==> config.mk <==
export PLATFORM = sky130hd
export DESIGN_NAME = fp_max_tracker
export DESIGN_NICKNAME = d
export VERILOG_FILES = /design/src/rtl/fp_max_tracker_pkg.sv /design/src/rtl/fp_max_tracker_gt.sv /design/src/rtl/fp_max_tracker.sv
export SDC_FILE = /design/constraint.sdc
export NUM_CORES = 1
export LEC_CHECK = 0
export ABC_AREA = 1
export BUFFER_PORTS_ARGS = -buffer_cell sky130_fd_sc_hd__buf_2
export CORE_UTILIZATION = 57
export DETAILED_ROUTE_END_ITERATION = 12
export PLACE_DENSITY = 0.82
export SETUP_SLACK_MARGIN = 0.02
export SKIP_CTS_REPAIR_TIMING = 1
export SYNTH_ARGS = -nofsm -noshare
export SYNTH_HDL_FRONTEND = slang
export SYNTH_HIERARCHICAL = 1
export SYNTH_SLANG_ARGS = --single-unit
==> constraint.sdc <==
create_clock -name clk -period 5.06 [get_ports clk]
set_input_delay 0.506 -clock clk [delete_from_list [all_inputs] [get_ports clk]]
set_output_delay 0.506 -clock clk [all_outputs]
set_load 0.01 [all_outputs]
==> src/rtl/fp_max_tracker_pkg.sv <==
// Shared constants for the floating-point max tracker: operand field widths
// and the frame-control FSM state encoding.
package fp_max_tracker_pkg;

  localparam int SIGN_W = 1;
  localparam int EXP_W  = 4;
  localparam int FRAC_W = 8;

  typedef enum logic [1:0] {
    ST_IDLE  = 2'd0,
    ST_FIRST = 2'd1,
    ST_CMP   = 2'd2,
    ST_DONE  = 2'd3
  } state_e;

endpackage

==> src/rtl/fp_max_tracker_gt.sv <==
// fp_gt: strict greater-than between two sign/exp/frac operands (a > b).
// Sign-magnitude ordering: positive beats negative, so +0 > -0.
module fp_gt
  import fp_max_tracker_pkg::*;
(
  input  logic              a_sign,
  input  logic [EXP_W-1:0]  a_exp,
  input  logic [FRAC_W-1:0] a_frac,
  input  logic              b_sign,
  input  logic [EXP_W-1:0]  b_exp,
  input  logic [FRAC_W-1:0] b_frac,
  output logic              gt
);

  // Mixed signs decide on sign alone; negatives order by reversed magnitude.
  always_comb begin
    gt = 1'b0;
    if (a_sign != b_sign) begin
      gt = b_sign;
    end else if (a_sign == 1'b0) begin
      gt = ({a_exp, a_frac} > {b_exp, b_frac});
    end else begin
      gt = ({a_exp, a_frac} < {b_exp, b_frac});
    end
  end

endmodule

==> src/rtl/fp_max_tracker.sv <==
// Tracks the maximum of N floating-point operands per frame, with its index,
// accepting one operand per cycle and pulsing done when the frame completes.
module fp_max_tracker
  import fp_max_tracker_pkg::*;
#(
  parameter int N     = 8,
  parameter int IDX_W = 3
) (
  input  logic              clk,
  input  logic              reset_n,
  input  logic              start,
  input  logic              din_valid,
  input  logic              din_sign,
  input  logic [EXP_W-1:0]  din_exp,
  input  logic [FRAC_W-1:0] din_frac,
  output logic              din_ready,
  output logic              busy,
  output logic              done,
  output logic              max_sign,
  output logic [EXP_W-1:0]  max_exp,
  output logic [FRAC_W-1:0] max_frac,
  output logic [IDX_W-1:0]  max_idx
);

  // One extra bit so count can reach N without wrapping.
  localparam logic [IDX_W:0] LAST_CNT = (IDX_W+1)'(N - 1);
  localparam logic [IDX_W:0] ONE_CNT  = (IDX_W+1)'(1);

  state_e              state_q, state_d;
  logic [IDX_W:0]      count_q, count_d;
  logic                max_sign_q, max_sign_d;
  logic [EXP_W-1:0]    max_exp_q, max_exp_d;
  logic [FRAC_W-1:0]   max_frac_q, max_frac_d;
  logic [IDX_W-1:0]    max_idx_q, max_idx_d;
  logic                gt_s;

  fp_gt u_gt (
    .a_sign (din_sign),
    .a_exp  (din_exp),
    .a_frac (din_frac),
    .b_sign (max_sign_q),
    .b_exp  (max_exp_q),
    .b_frac (max_frac_q),
    .gt     (gt_s)
  );

  // Next-state, running-max update and state-decoded handshake/status outputs.
  always_comb begin
    state_d    = state_q;
    count_d    = count_q;
    max_sign_d = max_sign_q;
    max_exp_d  = max_exp_q;
    max_frac_d = max_frac_q;
    max_idx_d  = max_idx_q;
    din_ready  = 1'b0;
    busy       = 1'b0;
    done       = 1'b0;
    case (state_q)
      ST_IDLE: begin
        count_d = '0;
        if (start) begin
          state_d = ST_FIRST;
        end else begin
          state_d = ST_IDLE;
        end
      end
      ST_FIRST: begin
        din_ready = 1'b1;
        busy      = 1'b1;
        if (din_valid) begin
          max_sign_d = din_sign;
          max_exp_d  = din_exp;
          max_frac_d = din_frac;
          max_idx_d  = '0;
          count_d    = ONE_CNT;
          state_d    = (N == 1) ? ST_DONE : ST_CMP;
        end else begin
          state_d = ST_FIRST;
        end
      end
      ST_CMP: begin
        din_ready = 1'b1;
        busy      = 1'b1;
        if (din_valid) begin
          // Strict greater-than: ties keep the earlier index.
          if (gt_s) begin
            max_sign_d = din_sign;
            max_exp_d  = din_exp;
            max_frac_d = din_frac;
            max_idx_d  = count_q[IDX_W-1:0];
          end else begin
            max_idx_d = max_idx_q;
          end
          count_d = count_q + ONE_CNT;
          if (count_q == LAST_CNT) begin
            state_d = ST_DONE;
          end else begin
            state_d = ST_CMP;
          end
        end else begin
          state_d = ST_CMP;
        end
      end
      ST_DONE: begin
        done    = 1'b1;
        state_d = ST_IDLE;
      end
      default: begin
        state_d = ST_IDLE;
      end
    endcase
  end

  // State, operand count and running-max registers.
  always_ff @(posedge clk or negedge reset_n) begin
    if (!reset_n) begin
      state_q    <= ST_IDLE;
      count_q    <= '0;
      max_sign_q <= 1'b0;
      max_exp_q  <= '0;
      max_frac_q <= '0;
      max_idx_q  <= '0;
    end else begin
      state_q    <= state_d;
      count_q    <= count_d;
      max_sign_q <= max_sign_d;
      max_exp_q  <= max_exp_d;
      max_frac_q <= max_frac_d;
      max_idx_q  <= max_idx_d;
    end
  end

  assign max_sign = max_sign_q;
  assign max_exp  = max_exp_q;
  assign max_frac = max_frac_q;
  assign max_idx  = max_idx_q;

endmodule

==> impl_metrics.toml, run 1 <==
[setup_path]
r2r_start = "max_frac[7]"
crit_required_ns = 5.27
r2r_cells = 15
crit_type = "flop to flop"
worstPathArrival_ns = 2.49
critPathLaunchType = "flop"
cp_max_fo = 32
cp-end-kind = "flop"
critPathLaunch = "max_frac[7]"

[timing]
max_freq_mhz = 437.0
finClkSkew_ns = 0.003092
finalHoldViolations = 0
rsz0062_at_grt = "no"
finalSetupTns_ns = 0
setup_viol = 0
slew_viol_final = 0
tightest_slew_ns = 0.4936
period_share_pct = 45.23
period_minus_slack_ns = 2.288
relSlewSlack_pct = 67.10
layout_setup_ws_ns = 2.772

[route]
via_per_inst = 4.918
routed_wl_mm = 2.810
first_pass_iters = 4
via_count = 1264
routedWlPerCell_um = 10.93
drcViolationCount = 0
drtAntennaViolNets = 0
drt_iter0_drc = 13

[logic_synthesis]
synth_seq_cells = 22
avgSynthCellArea_sq_um = 7.950
yosysWarningCount = 6
netlist_area_sq_um = 1526
synthesis.nets = 227
postSynthCellCount = 192
synth_cell_types = 22
synth_seq_area_share_pct = 36.07

[layout]
n_antenna_cell = 0
post-route-util_pct = 70.02
drive_gt1_share_pct = 27.75
fin_area_sq_um = 1750
nets = 263
area_delta_synth_final_pct = 14.67

[global_routing]
grt_util_met1_pct = 26.05
met3_usage_pct = 3.390
grt_max_degree = 33
grt_pass1_wl_mm = 4.767
grtUsageTotal_pct = 22.75
first_global_vias = 1178
grt_util_met2_pct = 41.36
antenna_found_initial = 0
top_usage_layer = "met2"
grt_overflow = 0

[place]
post-place-ws_ns = 2.619
hpwlAfterDp_mm = 2.038
portBuffers = 35
gp_congestion = 0.7596
dpl_cell_area_sq_um = 1698

[floorplan]
initial_utilization_pct = 61.06
die_y_um = 53.75
coreArea_sq_um = 2500
num_io_pins = 36
die_x_um = 53.75
std_cell_rows = 18
dieArea_sq_um = 2889

[power_and_ir_drop]
switching_share_pct = 44.11
seq_power_share_pct = 31.8
ir_worst_vdd_v = 0.0003351
static-leakage-power_nw = 1.041
power_switching_mw = 0.3971
total_power_mw = 0.9001
p_clk_share_pct = 15.5
p_int_mw = 0.5031
comb_power_share_pct = 52.7
p_per_area_nw_per_um2 = 514.2

[clocking]
cts_buffer_depth = 2
clock_sinks = 22
htreeDepth = 1
clk_pin_slew_worst_paths_ns = 0.14
cts_buffers = 3
root_buffer = "clkbuf_4"
cts_tree = "built"
clock_latency_ns = 0.31

[status]
outcome = "completed"

[hold_path]
min_path_type = "input port to asynchronous set/reset pin"

[job]
maxCapViolations = 0
registers in the layout, indices dropped and copies added (netlist names), named ones only:
register  cells
state_q       1
max_idx       3
max_frac      8
max_exp       4
max_sign      1
count_q       4
metrics by stage:
stage,cells,hold slack (ns)
floorplan,192,0.2104
global placement,253,0.4688
detailed placement,253,0.4682
CTS,257,0.1477
global route,257,0.1729
finish,257,0.1304
area by class of cell:
class	count	area [sq um]
fillers	215	749.5
well taps	30	37.54
repair buffers	35	175.2
inverters	45	168.9
clock buffers	3	22.52
multi-input cells	121	765.7
clock inverters	1	30.03
flip-flops and latches	22	550.5
logic make-up (layout without fill, tap and decap cells):
family	after synthesis	count (layout)	synth area share, %
AND/OR/NAND/NOR	76	76	22.21
buffers and inverters	49	84	13.77
AO/OA/AOI/OAI	27	27	13.20
flip-flops	22	22	36.07
adder cells (fa/ha/maj)	18	18	14.75
layout by cell type, fill, tap and decap left out, types with 2 or more instances in the layout:
| cell type | count |
|---|---|
| o21ai_0 | 3 |
| nand3_1 | 7 |
| ha_1 | 18 |
| inv_1 | 43 |
| nand4_1 | 2 |
| o21ai_2 | 16 |
| nor2_1 | 8 |
| nand2_2 | 2 |
| clkbuf_4 | 3 |
| nand2_1 | 52 |
| dfrtp_1 | 22 |
| a21oi_1 | 6 |
| buf_2 | 35 |
critical path, cell delays in order, from the launching register on:
cell and delay (ns):
dfrtp_1 0.38, inv_1 0.06, ha_1 0.29, nand2_1 0.07, nor2_1 0.16, nand2_2 0.08
clkinv_1 0.06, nand2_1 0.05, nand3_1 0.06, nand2_1 0.07, a21oi_2 0.12, inv_1 0.04
nand2_1 0.09, nand3_4 0.35, nand2_1 0.21, o21ai_2 0.07
final timing paths:
kind,end,slack [ns]
max in group asynchronous,max_frac[5],4.60
worst max-delay path,max_frac[5],2.77
worst max register to register,max_frac[5],2.77
min in group clk,max_frac[2],0.42
worst min-delay path,max_frac[3],0.13
worst min register to register,max_idx[2],0.50
synth_stat cells:
cell | n | area share, %
a21oi_1 | 6 | 2.0
nand3_4 | 1 | 1.1
buf_4 | 1 | 0.49
nand3b_1 | 1 | 0.49
a21o_1 | 1 | 0.49
nand4_1 | 2 | 0.82
inv_2 | 1 | 0.25
a21oi_2 | 1 | 0.57
ha_1 | 18 | 15
dfrtp_1 | 22 | 36
buf_6 | 3 | 2.2
nor2_2 | 1 | 0.41
o21ai_0 | 3 | 0.98
nand2_4 | 1 | 0.74
nand3_1 | 7 | 2.3
nand2_1 | 52 | 13
nand2_2 | 2 | 0.82
inv_1 | 43 | 11
nor2_1 | 8 | 2.0
o21ai_2 | 16 | 9.2
clkinv_1 | 1 | 0.25
nor2_4 | 1 | 0.74
routing by layer:
metal / vias up / part of all wire (%)
met1: 567 / 44
met2: 30 / 50
met3: 6 / 4.6
met4: 0 / 0.71
met5: - / 0
li1: 661 / -
power by group through the flow:
| stage | Clock, mW | Combinational, mW | Sequential [mW] |
|---|---|---|---|
| 3_3_place_gp | 0 | 0.454 | 0.291 |
| 5_1_grt | 0.145 | 0.544 | 0.299 |
| 2_1_floorplan | 0 | 0.346 | 0.308 |
| 4_1_cts | 0.140 | 0.478 | 0.288 |
| 6_report | 0.139 | 0.474 | 0.287 |
| 3_5_place_dp | 0 | 0.470 | 0.292 |
Power figures use the tool's default switching activity.
==> run 2, diff against run 1 <==
CORE_UTILIZATION = 53   (was 57)
PLACE_DENSITY = 0.77   (was 0.82)
clock period = 2.4 ns   (was 5.06 ns; I/O delays follow)
==> run 2 against run 1 <==
Net effect:
- highest routed layer unchanged
- utilization decreased by 6.7 points
- first-iteration DRC count increased to 3.2 times the previous value
- global-route usage decreased by 4.4 points
- critical path depth unchanged
- fmax increased by 4.9%
- power increased by 93%
- largest power group unchanged
- non-clock buffer count increased by 1
- final cell count increased by 0.39%
- sequential share of layout area increased by 0.34 points
- setup slack got worse by 2.6 ns
- combinational power increased by 110%
==> impl_metrics.toml, run 2 (synthesized netlist as in run 1, its figures left out) <==
[setup_path]
crit_required_ns = 2.58
cp_max_fo = 32
endpoint = "max_frac[2]"
worst_path_most_repeated_cell = "nand2_1"
crit_type = "flop to flop"
r2r_cells = 15
critPathMaxStageDelay_ns = 0.39
worstPathArrival_ns = 2.36
r2r-end = "max_frac[2]"
crit_slowest_cell = "dfrtp_1"
r2r_start = "max_frac[7]"
rrSetupSlack_ns = 0.22
path_cells = "inv_1 -> ha_1 -> nand2_1 -> nor2_1 -> nand2_2 -> clkinv_1 -> nand2_1 -> nand3_1 -> nand2_1 -> a21oi_2 -> inv_1 -> nand2_1 -> nand3_4 -> nand2_1 -> o21ai_2"
critPathLaunch = "max_frac[7]"
critPathLaunchType = "flop"
cp-end-kind = "flop"

[timing]
setup_viol = 0
period_minus_slack_ns = 2.182
relSlewSlack_pct = 65.58
slew_viol_final = 0
layout_setup_ws_ns = 0.2181
tightest_slew_ns = 0.5162
finalSetupTns_ns = 0
period_share_pct = 90.91
max_freq_mhz = 458.3
finClkSkew_ns = 0.009964
rsz0062_at_grt = "no"
finalHoldViolations = 0

[layout]
finalNonFillerCells = 258
drive_gt1_share_pct = 27.31
n_antenna_cell = 0
nets = 264
final_common_cell = "nand2_1"
nFillCells = 262
largest_reg_flops = 8
post-route-util_pct = 63.34
area_delta_synth_final_pct = 13.44
final_cell_mix = "52 x nand2_1, 43 x inv_1, 35 x buf_2"

[clocking]
cts_buffers = 3
clock_latency_ns = 0.30
clk_pin_slew_worst_paths_ns = 0.12
cts_tree = "built"
cts_buffer_depth = 2
htreeDepth = 1
clock_sinks = 22
root_buffer = "clkbuf_4"

[global_routing]
first_global_vias = 1183
antenna_found_initial = 0
grt_overflow = 0
grtUsageTotal_pct = 18.35
grt_pass1_wl_mm = 4.609
grt_max_degree = 33

[power_and_ir_drop]
ir_worst_vdd_v = 0.0006440
total_power_mw = 1.738
static-leakage-power_nw = 1.031
seq_power_share_pct = 34.6
p_int_mw = 0.9504
power_switching_mw = 0.7879
p_clk_share_pct = 9.4
p_per_area_nw_per_um2 = 1004
switching_share_pct = 45.33
comb_power_share_pct = 56.0

[route]
via_count = 1209
drtAntennaViolNets = 0
drcViolationCount = 0
drt_iter0_drc = 42
routedWlPerCell_um = 9.849
via_per_inst = 4.686
routed_wl_mm = 2.541
first_pass_iters = 4

[hold_path]
min_path_type = "input port to flop"
min_from = "din_exp[1]"
min_path_cells = 3

[place]
portBuffers = 35
place_inst = 254
hpwlAfterDp_mm = 1.967
post-place-ws_ns = 0.2221
gp_congestion = 0.7686

[job]
maxCapViolations = 0

[status]
outcome = "completed"

[floorplan]
dieArea_sq_um = 3099
std_cell_rows = 19
num_io_pins = 36
die_y_um = 55.67
coreArea_sq_um = 2734
die_x_um = 55.67
initial_utilization_pct = 55.84
## run 2: worst min path at each step
stage,endpoint,slack [ns]
global route,max_frac[6],0.17
CTS,max_exp[1],-0.10
floorplan,asynchronous set/reset pin,-0.06
detailed placement,max_exp[1],0.24
finish,max_exp[1],0.18
global placement,max_exp[1],0.24
## run 2: through the flow
stage | hold slack, ns | area [sq um]
final | 0.1785 | 1732
after detailed placement | 0.2414 | 1699
after global placement | 0.2381 | 1699
after global routing | 0.1703 | 1732
after CTS | -0.1026 | 1722
after floorplan | -0.05559 | 1526
## run 2: area by class of cell
cell class	count	area, sq um	share of cell area, %
timing repair buffer	36	185.2	10.69
tap	31	38.79	2.240
inverter	45	168.9	9.754
sequential	22	550.5	31.79
clock buffer	3	22.52	1.301
multi-input combinational	121	765.7	44.22
## run 2: power groups by stage
| stage | logic (mW) | clock network [mW] | registers (mW) |
|---|---|---|---|
| floorplan | 0.729 | 0 | 0.650 |
| global placement | 0.970 | 0 | 0.610 |
| detailed placement | 0.983 | 0 | 0.613 |
| CTS | 0.988 | 0.173 | 0.605 |
| global route | 1.12 | 0.185 | 0.623 |
| finish | 0.974 | 0.163 | 0.602 |
## run 2: worst max-delay path, delay by kind of cell, from the launching register on
kind                     cells  cell delay, ns
adder cells (fa/ha/maj)      1            0.29
flip-flops                   1            0.39
AND/OR/NAND/NOR              9            1.05
buffers and inverters        3            0.15
AO/OA/AOI/OAI                2            0.18
## run 2: routing by layer
metal  wire length, um  share of wire [%]  GRT usage [%]
met2              1192                 47          31.15
met4                16               0.63          7.143
met5                 0                  0              0
met3               106                4.2          2.791
met1              1226                 48          23.47
